===== src/rtl/interrupt_pkg.sv =====
// Shared constants for the interrupt arbiter: one-hot FSM encoding and the default issue timeout.
package interrupt_pkg;

    localparam logic [2:0] IA_IDLE  = 3'b001;
    localparam logic [2:0] IA_ISSUE = 3'b010;
    localparam logic [2:0] IA_GAP   = 3'b100;

    localparam int unsigned TIMEOUT_CYCLES_DEFAULT = 1024;

endpackage


===== src/rtl/rr_select.sv =====
// Combinational round-robin picker: first set request at or after ptr_i, wrapping modulo NREQ.
module rr_select #(
    parameter int unsigned NREQ = 2,
    parameter int unsigned IDW  = 3
) (
    input  logic [NREQ-1:0] req_i,
    input  logic [IDW-1:0]  ptr_i,
    output logic [IDW-1:0]  idx_o,
    output logic            valid_o
);

    logic [NREQ-1:0] rot;
    int unsigned     sum;

    always_comb begin
        // Rotate so that bit 0 of rot is the requester the pointer names.
        rot     = NREQ'({req_i, req_i} >> ptr_i);
        idx_o   = '0;
        valid_o = 1'b0;
        sum     = 0;
        for (int unsigned i = 0; i < NREQ; i++) begin
            if (rot[i] && !valid_o) begin
                valid_o = 1'b1;
                sum     = 32'(ptr_i) + i;
                if (sum >= NREQ) begin
                    sum = sum - NREQ;
                end
                idx_o = IDW'(sum);
            end
        end
    end

endmodule


===== src/rtl/interrupt_arbiter.sv =====
// Round-robin sharing of the endpoint cfg_interrupt handshake with a minimum post-interrupt gap.
// Define INTERRUPT_ARBITER_TIMEOUT_EN to abort an unanswered issue after TIMEOUT_CYCLES.
module interrupt_arbiter
    import interrupt_pkg::*;
#(
    parameter int unsigned NREQ           = 2,
    parameter int unsigned IDW            = 3,
    parameter int unsigned TIMEOUT_CYCLES = TIMEOUT_CYCLES_DEFAULT
) (
    input  logic            clk,
    input  logic            reset_n,
    input  logic [NREQ-1:0] int_req,
    output logic [NREQ-1:0] int_ack,
    output logic            cfg_interrupt_n,
    input  logic            cfg_interrupt_rdy_n,
    input  logic            interrupts_enabled,
    input  logic [31:0]     min_gap,
    output logic [IDW-1:0]  grant_id
`ifdef INTERRUPT_ARBITER_TIMEOUT_EN
    ,
    output logic            timeout_err
`endif
);

    logic [2:0]      state_q, state_d;
    logic            cint_n_q, cint_n_d;
    logic [NREQ-1:0] ack_q, ack_d;
    logic [IDW-1:0]  grant_q, grant_d;
    logic [IDW-1:0]  ptr_q, ptr_d;
    logic [31:0]     gap_q, gap_d;
    logic [31:0]     gap_lim_q, gap_lim_d;

    logic [IDW-1:0]  sel_idx;
    logic            sel_valid;
    logic [IDW-1:0]  next_ptr;
    logic            issue_done;

    rr_select #(
        .NREQ (NREQ),
        .IDW  (IDW)
    ) u_rr_select (
        .req_i   (int_req),
        .ptr_i   (ptr_q),
        .idx_o   (sel_idx),
        .valid_o (sel_valid)
    );

    assign next_ptr = (grant_q == IDW'(NREQ - 1)) ? '0 : grant_q + IDW'(1);

`ifdef INTERRUPT_ARBITER_TIMEOUT_EN
    localparam logic [31:0] TO_LAST = 32'(TIMEOUT_CYCLES - 1);

    logic [31:0] to_q, to_d;
    logic        to_hit;
    logic        timeout_q;

    assign to_hit     = (state_q == IA_ISSUE) && cfg_interrupt_rdy_n && (to_q == TO_LAST);
    assign to_d       = (state_q == IA_ISSUE) ? to_q + 32'd1 : 32'd0;
    assign issue_done = !cfg_interrupt_rdy_n || to_hit;

    always_ff @(posedge clk or negedge reset_n) begin
        if (!reset_n) begin
            to_q      <= 32'd0;
            timeout_q <= 1'b0;
        end else begin
            to_q      <= to_d;
            timeout_q <= to_hit;
        end
    end

    assign timeout_err = timeout_q;
`else
    logic unused_timeout;
    assign unused_timeout = ^32'(TIMEOUT_CYCLES);
    assign issue_done     = !cfg_interrupt_rdy_n;
`endif

    always_comb begin
        state_d   = state_q;
        cint_n_d  = cint_n_q;
        ack_d     = '0;
        grant_d   = grant_q;
        ptr_d     = ptr_q;
        gap_d     = gap_q;
        gap_lim_d = gap_lim_q;
        unique case (state_q)
            IA_IDLE: begin
                if (interrupts_enabled && sel_valid) begin
                    grant_d  = sel_idx;
                    cint_n_d = 1'b0;
                    state_d  = IA_ISSUE;
                end
            end
            IA_ISSUE: begin
                // Aborting on timeout shares the completion path but never acks.
                if (issue_done) begin
                    cint_n_d  = 1'b1;
                    ptr_d     = next_ptr;
                    gap_lim_d = min_gap;
                    gap_d     = 32'd0;
                    state_d   = IA_GAP;
                    for (int unsigned i = 0; i < NREQ; i++) begin
                        ack_d[i] = !cfg_interrupt_rdy_n && (grant_q == IDW'(i));
                    end
                end
            end
            IA_GAP: begin
                if (gap_q == gap_lim_q) begin
                    state_d = IA_IDLE;
                end else begin
                    gap_d = gap_q + 32'd1;
                end
            end
            default: begin
                state_d  = IA_IDLE;
                cint_n_d = 1'b1;
            end
        endcase
    end

    always_ff @(posedge clk or negedge reset_n) begin
        if (!reset_n) begin
            state_q   <= IA_IDLE;
            cint_n_q  <= 1'b1;
            ack_q     <= '0;
            grant_q   <= '0;
            ptr_q     <= '0;
            gap_q     <= 32'd0;
            gap_lim_q <= 32'd0;
        end else begin
            state_q   <= state_d;
            cint_n_q  <= cint_n_d;
            ack_q     <= ack_d;
            grant_q   <= grant_d;
            ptr_q     <= ptr_d;
            gap_q     <= gap_d;
            gap_lim_q <= gap_lim_d;
        end
    end

    assign cfg_interrupt_n = cint_n_q;
    assign int_ack         = ack_q;
    assign grant_id        = grant_q;

endmodule


===== config.mk =====
export PLATFORM = sky130hd
export DESIGN_NAME = interrupt_arbiter
export DESIGN_NICKNAME = d
export VERILOG_FILES = /design/src/rtl/interrupt_pkg.sv /design/src/rtl/rr_select.sv /design/src/rtl/interrupt_arbiter.sv
export SDC_FILE = /design/constraint.sdc
export NUM_CORES = 1
export LEC_CHECK = 0
export BUFFER_PORTS_ARGS = -buffer_cell sky130_fd_sc_hd__buf_2
export CAP_MARGIN = 5
export CORE_MARGIN = 1
export CORE_UTILIZATION = 40
export CTS_CLUSTER_DIAMETER = 60
export DETAILED_ROUTE_END_ITERATION = 8
export RECOVER_POWER = 25
export REMOVE_ABC_BUFFERS = 1
export SLEW_MARGIN = 20
export SYNTH_ARGS = -nofsm -noshare
export SYNTH_HDL_FRONTEND = slang
export SYNTH_HIERARCHICAL = 1
export SYNTH_SLANG_ARGS = --single-unit

===== constraint.sdc =====
create_clock -name clk -period 5.63 [get_ports clk]
set_input_delay 0.2815 -clock clk [delete_from_list [all_inputs] [get_ports clk]]
set_output_delay 0.2815 -clock clk [all_outputs]
set_load 0.02 [all_outputs]

==> summary.md <==
| Metric | Value |
|---|---|
| Status | finished clean |
| Crit start category | flop |
| Post-Syn Instances | 453 |
| Final core occ | 45.81% |
| Crit Path Max Fanout | 38 |
| Pin count of the biggest net entering global routing | 77 |
| Most frequent cells in the layout | 124 x nand2_1, 74 x dfrtp_1, 42 x buf_2 |
| CP Class | reg2reg |
| Cts hold-fix bufs | 0 |
| Post-DP HPWL | 6726 um |
| Final worst path period share | 47.71% |
| Initial Util | 41.12% |
| P per Cell Area | 428.4 mW/mm2 |
| Deepest clock path buffer count | 2 |
| Worst-Margin Slew | 1.139 ns |
| Unrepaired setup endpoints after global routing | no |
| Num CTS Buffers | 9 |
| CTS tree | built |
| Post-synth EDFFs | 0 |
| Layout cells sized above 1 | 17.55% |
| Final Hold Vio Count | 0 |
| Root Driver | clkbuf_8 |
| Distinct cells, synth | 53 |
| P&R area growth vs syn | 11.40% |
| Number of global-route vias before repair | 3135 |
| Die width | 104.8 um |
| DIE AREA | 0.01098 mm2 |
| Worst-path clk slew | 0.07 ns |
| Port Buf Inserts | 43 |
| Fmax | 0.3723 GHz |
| Fill cell count | 1048 |
| Final setup vio count | 0 |
| Asr flop ratio synth | 100.0% |
| DR pass1 iterations | 4 |
| Die height | 104.8 um |
| Crit end category | flop |
| Initial DRC Count | 199 |
| Core ar. | 0.01028 mm2 |
| Tot GR Track Use | 19.02% |
| Rows | 37 |
| Synth warnings | 6 |
| Worst path required time | 5.88 ns |
| Nets | 526 |
| First-pass GRT wire length | 16140 um |
| Slew headroom | 24.07% |
| Routed WL | 9620 um |
| Via count | 3299 |
| Total grt overflow | 0 |
| H-tree depth | 3 |
| Sink Count | 76 |
| Clock Skew | 0.007141 ns |
| Register Area | 0.001904 mm2 |
| GP Congestion | 0.8369 |
| Primary FF master, synth | dfrtp_1 |
| Max Slew Vio Count | 0 |
| Synthesized area per cell | 9.330 um2 |
| WL per Instance | 15.37 um |
| I/O pin cnt | 44 |
| Residual DRC | 0 |
| Cts repair resizes | 0 |
| Post-CTS setup buffer count | 0 |
| VDD IR max | 0.1650 mV |
| Sequential area share after synthesis | 45.06% |
| Antenna diode count | 0 |
| Fin Setup TNS | 0 ns |
| Via-to-Cell Ratio | 5.270 |
| Post-route ant nets | 0 |
| Antenna violations before repair | 0 |
| Cell Area, Synth | 0.004227 mm2 |
| Worst min-delay path class | in2reg |
| Leak | 0.002188 uW |
| Insertion delay of the later-clocked pin in the worst-skew pair | 0.37 ns |
| Seq cells post-synth | 76 |
| Max-cap violations | 0 |
| CP Data Arrival Time | 2.93 ns |
| Final min period | 2.686 ns |
| Area occupied by multi-input gates | 0.002153 mm2 |
| Most common cell after layout, fill and taps aside | nand2_1 |
through the flow:
step	power, uW	hold WS, ns	worst slack, ns	instances	instance area [um2]
after global placement	1633	0.4702	3.044	608	4502
after floorplan	1443	-0.01409	2.855	426	4084
after CTS	2042	0.08150	2.945	624	4674
final	2017	0.1000	2.944	626	4708
after detailed placement	1655	0.4744	2.957	608	4502
after global routing	2177	0.08378	2.730	626	4708
where the power goes:
part | internal [uW] | switching (uW) | total, uW
logic | 323 | 325 | 647
clock network | 183 | 195 | 378
registers | 748 | 244 | 991
total | 1250 | 763 | 2020
layout make-up:
cell class | count | share of cell area, %
Multi-Input combinational cell | 341 | 45.73
Inverter | 9 | 0.7175
Clock buffer | 14 | 3.455
Timing Repair Buffer | 48 | 5.820
Tap cell | 136 | 3.614
Sequential cell | 76 | 40.45
Clock inverter | 2 | 0.2126
cells in the mapped netlist, drive strengths merged, types with 3 or more instances:
cell type	number	share of area [%]
clkbuf	12	1.1
a21oi	10	1.5
nand2b	3	0.44
or3	3	0.44
o21ai	10	1.2
nor4	7	2.5
nand2	124	11
nor3	4	0.47
xnor2	32	6.6
nand3	18	2.5
a31oi	5	0.74
buf	15	2.3
nor2	20	1.8
inv	9	0.80
mux2i	19	5.1
dfrtp	74	44
and4	3	0.62
and3	11	1.6
nand4	21	3.1
ha	3	0.89
a22o	6	1.2
nor2b	3	0.44
mux2	12	3.4
flip-flops by register name, indices dropped and copies added (netlist names):
| register | count |
|---|---|
| int_ack | 2 |
| ptr_q | 3 |
| grant_id | 3 |
| state_q | 3 |
| cfg_interrupt_n | 1 |
| gap_q | 32 |
| gap_lim_q | 32 |
cells by family (layout without fill, tap and decap cells):
| logic type | count (synthesis) | after routing | share of synthesized area, % |
|---|---|---|---|
| flops | 76 | 76 | 45.06 |
| xor+xnor | 34 | 34 | 7.046 |
| fa+ha+maj | 3 | 3 | 0.8882 |
| simple gates | 228 | 228 | 27.06 |
| compound gates | 45 | 45 | 7.312 |
| buf+inv | 36 | 73 | 4.174 |
| mux | 31 | 31 | 8.466 |
critical path, stage by stage (launching register included):
cell,delay (ns)
dfrtp_1,0.44
nand2_1,0.13
or2_0,0.45
a21oi_4,0.54
buf_4,0.47
nor2_2,0.14
a221o_1,0.38
routing by layer:
metal,wire [um],GRT usage [%],part of all wire [%],vias to the layer above
met5,0,0,0,-
met4,218,8.954,2.3,0
met3,372,4.117,3.9,16
met2,4548,29.28,47,66
met1,4481,25.48,47,1601
li1,-,-,-,1616
worst paths after layout:
| kind | startpoint | endpoint | slack [ns] | depth (start not counted) |
|---|---|---|---|---|
| worst max register to register | state_q[2]$_DFFE_PN0P_ | gap_q[10]$_DFFE_PN0P_ | 2.94 | 6 |
| worst min register to register | gap_lim_q[12]$_DFFE_PN0P_ | gap_lim_q[12]$_DFFE_PN0P_ | 0.50 | 2 |
| max in group asynchronous | reset_n | state_q[0]$_DFFE_PN1P_ | 4.10 | 3 |
| worst min-delay path | min_gap[14] | gap_lim_q[14]$_DFFE_PN0P_ | 0.10 | 3 |
| worst max-delay path | state_q[2]$_DFFE_PN0P_ | gap_q[10]$_DFFE_PN0P_ | 2.94 | 6 |
| min in group asynchronous | reset_n | gap_lim_q[6]$_DFFE_PN0P_ | 0.65 | 2 |
Power figures use the tool's default switching activity.
